`src/rtl/sha.sv`:
```
// Shared SHA definitions: mode encoding, block type and the message-schedule
// sigma functions used by the schedule engine.
package sha;

  typedef enum logic [2:0] {
    MODE_SHA1       = 3'd0,
    MODE_SHA224     = 3'd1,
    MODE_SHA256     = 3'd2,
    MODE_SHA384     = 3'd3,
    MODE_SHA512     = 3'd4,
    MODE_SHA512_224 = 3'd5,
    MODE_SHA512_256 = 3'd6
  } mode_t;

  typedef logic [1023:0] msg_t;

  function automatic logic [31:0] delta0_32(input logic [31:0] x);
    return {x[6:0], x[31:7]} ^ {x[17:0], x[31:18]} ^ (x >> 3);
  endfunction

  function automatic logic [31:0] delta1_32(input logic [31:0] x);
    return {x[16:0], x[31:17]} ^ {x[18:0], x[31:19]} ^ (x >> 10);
  endfunction

  function automatic logic [63:0] delta0_64(input logic [63:0] x);
    return {x[0], x[63:1]} ^ {x[7:0], x[63:8]} ^ (x >> 7);
  endfunction

  function automatic logic [63:0] delta1_64(input logic [63:0] x);
    return {x[18:0], x[63:19]} ^ {x[60:0], x[63:61]} ^ (x >> 6);
  endfunction

endpackage

```
`src/rtl/sha_msg_schedule.sv`:
```
// Multi-mode SHA message-schedule engine. Accepts one padded block and
// streams W_0..W_{R-1} one word per out handshake (R = 64 for SHA-224/256,
// 80 for SHA-1 and the 64-bit modes).
// Ports:
//   clk, rst        clock, synchronous active-high reset
//   abort           abandon current block, return to IDLE
//   in_valid/ready  block + mode handshake (in_mode is sha::mode_t encoding)
//   in_msg          padded block; 64-bit modes use [1023:0], 32-bit [511:0]
//   out_valid/ready W_t handshake towards the round core
//   out_w, out_t    W_t (32-bit modes zero-extended) and its round index
//   out_last        out_w is the final word of the block
//   err             one-cycle pulse when an unsupported mode is presented
module sha_msg_schedule #(
  parameter bit EN_SHA1   = 1'b1,
  parameter bit EN_SHA512 = 1'b1
) (
  input  logic          clk,
  input  logic          rst,
  input  logic          abort,
  input  logic          in_valid,
  output logic          in_ready,
  input  logic [2:0]    in_mode,
  input  logic [1023:0] in_msg,
  output logic          out_valid,
  input  logic          out_ready,
  output logic [63:0]   out_w,
  output logic [6:0]    out_t,
  output logic          out_last,
  output logic          err
);

  localparam logic [0:0] ST_IDLE = 1'b0;
  localparam logic [0:0] ST_RUN  = 1'b1;

  logic [0:0]  r_state;
  logic [63:0] r_win [16];
  logic [6:0]  r_t;
  logic        r_last;
  logic        r_err;
  logic [2:0]  r_mode;

  logic        w_in_sha1;
  logic        w_in_64;
  logic        w_in_ok;
  logic        w_run_sha1;
  logic        w_run_64;
  logic [6:0]  w_last_t;
  logic [63:0] w_new;
  logic [31:0] w_sha1_x;
  logic [63:0] w_load [16];

  // Input-side mode decode and block unpacking (big-endian word order)
  always_comb begin
    w_in_sha1 = (in_mode == sha::MODE_SHA1);
    w_in_64   = (in_mode >= 3'd3) && (in_mode <= 3'd6);
    w_in_ok   = (w_in_sha1 && EN_SHA1) || (w_in_64 && EN_SHA512) ||
                (in_mode == sha::MODE_SHA224) || (in_mode == sha::MODE_SHA256);
    for (int i = 0; i < 16; i++) begin
      if (w_in_64)
        w_load[i] = in_msg[1023-64*i -: 64];
      else
        w_load[i] = {32'h0, in_msg[511-32*i -: 32]};
    end
  end

  // Recurrence for W_{t+16} from the current window
  always_comb begin
    w_run_sha1 = (r_mode == sha::MODE_SHA1);
    w_run_64   = (r_mode >= 3'd3) && (r_mode <= 3'd6);
    w_last_t   = ((r_mode == sha::MODE_SHA224) || (r_mode == sha::MODE_SHA256)) ? 7'd63 : 7'd79;
    w_sha1_x   = r_win[13][31:0] ^ r_win[8][31:0] ^ r_win[2][31:0] ^ r_win[0][31:0];
    w_new      = '0;
    if (w_run_sha1) begin
      if (EN_SHA1)
        w_new = {32'h0, w_sha1_x[30:0], w_sha1_x[31]};
    end else if (w_run_64) begin
      if (EN_SHA512)
        w_new = sha::delta1_64(r_win[14]) + r_win[9] + sha::delta0_64(r_win[1]) + r_win[0];
    end else begin
      w_new = {32'h0, sha::delta1_32(r_win[14][31:0]) + r_win[9][31:0] +
                      sha::delta0_32(r_win[1][31:0]) + r_win[0][31:0]};
    end
  end

  always_ff @(posedge clk) begin
    if (rst) begin
      r_state <= ST_IDLE;
      r_t     <= '0;
      r_last  <= 1'b0;
      r_err   <= 1'b0;
      r_mode  <= '0;
      for (int i = 0; i < 16; i++) r_win[i] <= '0;
    end else begin
      r_err <= 1'b0;
      if (abort) begin
        // A word handshaken in the same cycle is the sink's; nothing to undo.
        r_state <= ST_IDLE;
        r_t     <= '0;
        r_last  <= 1'b0;
      end else begin
        case (r_state)
          ST_IDLE: begin
            if (in_valid) begin
              if (w_in_ok) begin
                for (int i = 0; i < 16; i++) r_win[i] <= w_load[i];
                r_mode  <= in_mode;
                r_t     <= '0;
                r_last  <= 1'b0;
                r_state <= ST_RUN;
              end else begin
                r_err <= 1'b1;
              end
            end
          end
          ST_RUN: begin
            if (out_ready) begin
              for (int i = 0; i < 15; i++) r_win[i] <= r_win[i+1];
              r_win[15] <= w_new;
              if (r_last) begin
                r_state <= ST_IDLE;
                r_t     <= '0;
                r_last  <= 1'b0;
              end else begin
                r_t    <= r_t + 7'd1;
                r_last <= ((r_t + 7'd1) == w_last_t);
              end
            end
          end
          default: r_state <= ST_IDLE;
        endcase
      end
    end
  end

  assign in_ready  = !rst && (r_state == ST_IDLE);
  assign out_valid = (r_state == ST_RUN);
  assign out_w     = r_win[0];
  assign out_t     = r_t;
  assign out_last  = r_last;
  assign err       = r_err;

endmodule

```
`config.mk`:
```
export PLATFORM = sky130hd
export DESIGN_NAME = sha_msg_schedule
export DESIGN_NICKNAME = d
export VERILOG_FILES = /design/src/rtl/sha.sv /design/src/rtl/sha_msg_schedule.sv
export SDC_FILE = /design/constraint.sdc
export NUM_CORES = 2
export LEC_CHECK = 0
export ABC_CLOCK_PERIOD_IN_PS = 21200
export CAP_MARGIN = 25
export CORE_AREA = 2 2 434 436
export DETAILED_ROUTE_END_ITERATION = 7
export DIE_AREA = 0 0 436 438
export GPL_TIMING_DRIVEN = 0
export PLACE_DENSITY_LB_ADDON = 0.08
export SLEW_MARGIN = 20
export SYNTH_ARGS = -nofsm -noshare
export SYNTH_HDL_FRONTEND = slang
export SYNTH_SLANG_ARGS = --single-unit
```
`constraint.sdc`:
```
create_clock -name clk -period 21.2 [get_ports clk]
set_input_delay 3.18 -clock clk [delete_from_list [all_inputs] [get_ports clk]]
set_output_delay 3.18 -clock clk [all_outputs]
set_load 0.01 [all_outputs]
```
==> summary.md <==
| Metric | Value |
|---|---|
| Status | completed |
| Async S/R FF share, synth | 0% |
| Clk pwr share | 24.2% |
| Initial Util | 33.3% |
| Layout cells sized above 1 | 5.74% |
| Post-CTS Resized | 0 |
| Crit-path cells | clkdlybuf4s50_1 > nor2_1 > clkdlybuf4s50_1 |
| Synth Warn # | 0 |
| Placed Cells | 9127 |
| Setup tns final | 0 ps |
| CTS Hold Buffers Added | 0 |
| Least-Margin Pin Slew | 1170 ps |
| Antenna violations before repair | 65 |
| Cell count after synthesis | 5481 |
| Met3 Usage GRT | 7.50% |
| Layout Skew | 33.7 ps |
| Met1 Use GR | 50.5% |
| Final min period | 7710 ps |
| Pwr/cell area | 113 nW/um^2 |
| Sequential area share after synthesis | 49.9% |
| Seq pwr share | 28.4% |
| RSZ-0062 raised after global routing | no |
| Synth unique cells | 77 |
| Most frequent CP cell | clkdlybuf4s50_1 |
| Worst path top cell family by delay | buffers and inverters |
| Vias in the first global route | 51.4k |
| Max frequency | 130 MHz |
| Pre-CTS setup slack | 12970 ps |
| CTS Buf Count | 130 |
| Startpoint types | primary input |
| Setup Buffers After CTS | 0 |
| Wire length per cell | 41.2 um |
| Clk root buf | clkbuf_16 |
| Pleak | 31.5 nW |
| Slew HR | 22.0% |
| Max stage delay on crit path | 610 ps |
| Max Slew Vio Count | 0 |
| Crit share post-route | 36.4% |
| Setup violations, final | 0 |
| Synth Flop Type | edfxtp_1 |
| Worst path bufs/invs | 2 |
| Syn_area_per_cell | 11.3 sq um |
| Setup WS post-layout | 13490 ps |
| Via/cell ratio | 5.66 |
| Mapped Area | 62100 sq um |
| Net load switching power | 4.05 mW |
| Clk buf depth | 3 |
| Ports | 1107 |
| Global-route wire length before repair | 494 mm |
| Critical path data required time | 18020 ps |
| Top Usage Layer GRT | met2 |
| Largest net degree at the start of global routing | 54 |
| CTS tree | built |
| Post-synth EDFFs | 1024 |
| Core area | 187000 sq um |
| Critical path's slowest cell | clkdlybuf4s50_1 |
| Nets@finish | 8082 |
| Logic pwr share | 47.4% |
| Initial DRC count | 6369 |
| Finished Layout Cells | 9386 |
| DRC Markers | 0 |
| Antenna viol nets, final | 0 |
| Syn_nets | 6797 |
| CTS clk-pin slew, worst paths | 60 ps |
| CTS sink count | 1037 |
| Int Power | 5.19 mW |
| DR pass1 iterations | 6 |
| Die area | 191000 sq um |
| FP Rows | 159 |
| Hold Violations, Final | 0 |
| Worst EP arrival | 4530 ps |
| Critical path class | in -> out |
| Crit path capture type | output pin |
| Final wirelength | 386 mm |
| WHS | 518 ps |
| GRT Total Usage | 39.2% |
| Post-DP HPWL | 330 mm |
| GRT met2 Usage | 63.3% |
| Number of port buffers | 1106 |
| Switching share of power | 43.9% |
| Gpl congestion | 1.02 |
| Peak VDD IR | 76.9 uV |
| Max cap viols | 0 |
| Die Y | 438 um |
| Clk Latency, worst-skew pair | 820 ps |
| Register bit total from synthesis | 1037 |
| Worst Hold Class | reg -> reg |
| Total global routing overflow | 0 |
| Synth-to-Final Area Change | 31.3% |
| # H-tree levels | 4 |
| Critical Path Fanout Max | 8 |
| Via count | 53.2k |
| Die X-Extent | 436 um |
-- synthesized netlist by cell type, types with 20 or more instances --
library cell     n  area share, %
mux2i_1        485            7.8
a21o_1          45           0.54
ha_1            96            1.9
fa_1           188            6.1
nand4_1         25           0.25
xor2_1          91            1.3
nand2_1        621            3.8
buf_2           23           0.19
nand3_1         34           0.27
xnor2_1        434            6.1
inv_1          404            2.4
o21ai_0        600            4.8
clkbuf_1       345            2.1
a22o_1         485            6.8
buf_4           64           0.77
nor2_1          82           0.50
o21bai_1        20           0.24
nor3_1          21           0.17
edfxtp_1      1024             49
buf_1           25           0.15
a21oi_1        134            1.1
-- power groups by stage --
stage                     sequential, mW  clock (mW)  combinational (mW)
final                               2.62        2.24                4.39
after global routing                2.62        2.33                4.60
after CTS                           2.61        2.25                4.23
after detailed placement            2.65           0                4.20
after global placement              2.75           0                4.18
after floorplan                     2.60           0                2.43
-- cells in the final DEF, fill, tap and decap left out, types with 134 or more instances in the layout --
cell type / instances
a21oi_1: 134
a22o_1: 485
clkbuf_1: 338
clkdlybuf4s50_1: 1106
edfxtp_1: 1024
fa_1: 188
inv_1: 404
mux2i_1: 485
nand2_1: 618
o21ai_0: 600
xnor2_1: 430
-- per-stage QoR --
stage | power [mW] | utilization [%] | instance area (sq um)
after global placement | 6.92 | 40.9 | 76300
after floorplan | 5.03 | - | 62100
after detailed placement | 6.86 | 41.5 | 77400
after CTS | 9.09 | 43.7 | 81500
after global routing | 9.55 | 43.7 | 81500
final | 9.25 | 43.7 | 81600
-- worst paths after layout --
path	startpoint	end	slack (ps)	depth (start not counted)
setup / recovery	rst	in_ready	13490	3
setup reg to reg	r_win[1][390]	r_win[1][499]	13720	18
hold reg to reg	r_win[0][334]	r_win[0][270]	520	2
hold / removal	r_win[0][334]	r_win[0][270]	520	2
-- layer usage --
metal	vias to the layer above	part of all wire (%)
met2	2926	46
met3	596	7.5
li1	22260	-
met5	-	0.025
met4	14	5.6
met1	27367	40
-- flip-flops by register name, indices dropped and copies added (netlist names) --
register	cells
out_valid	1
err	1
r_win	1024
out_last	1
out_t	7
r_mode	3
-- layout make-up --
class,count,area (sq um)
antenna,24,60.1
tap,2495,3120
timing repair buffer,1153,12000
clock buffer,160,3410
clock inverter,73,693
buffer,457,2030
multi-input combinational,3583,27700
inverter,404,1520
sequential,1037,31000
fill,18099,105000
-- worst min-delay path: cells and delay by family, from the launching register on --
| family | cells | cell delay (ps) |
|---|---|---|
| AO/OA/AOI/OAI | 1 | 60 |
| flip-flops | 1 | 320 |
| AND/OR/NAND/NOR | 1 | 40 |
-- kinds of logic (layout without fill, tap and decap cells) --
logic type,Yosys count,after routing,synth area share (%)
compound gates,1433,1433,15.4
flops,1037,1037,49.9
other cells,0,24,0
fa+ha+maj,284,284,7.99
simple gates,856,856,5.81
mux,485,485,7.81
buf+inv,861,2247,5.63
xor+xnor,525,525,7.40
Note: power is estimated with default switching activity, not from simulation.
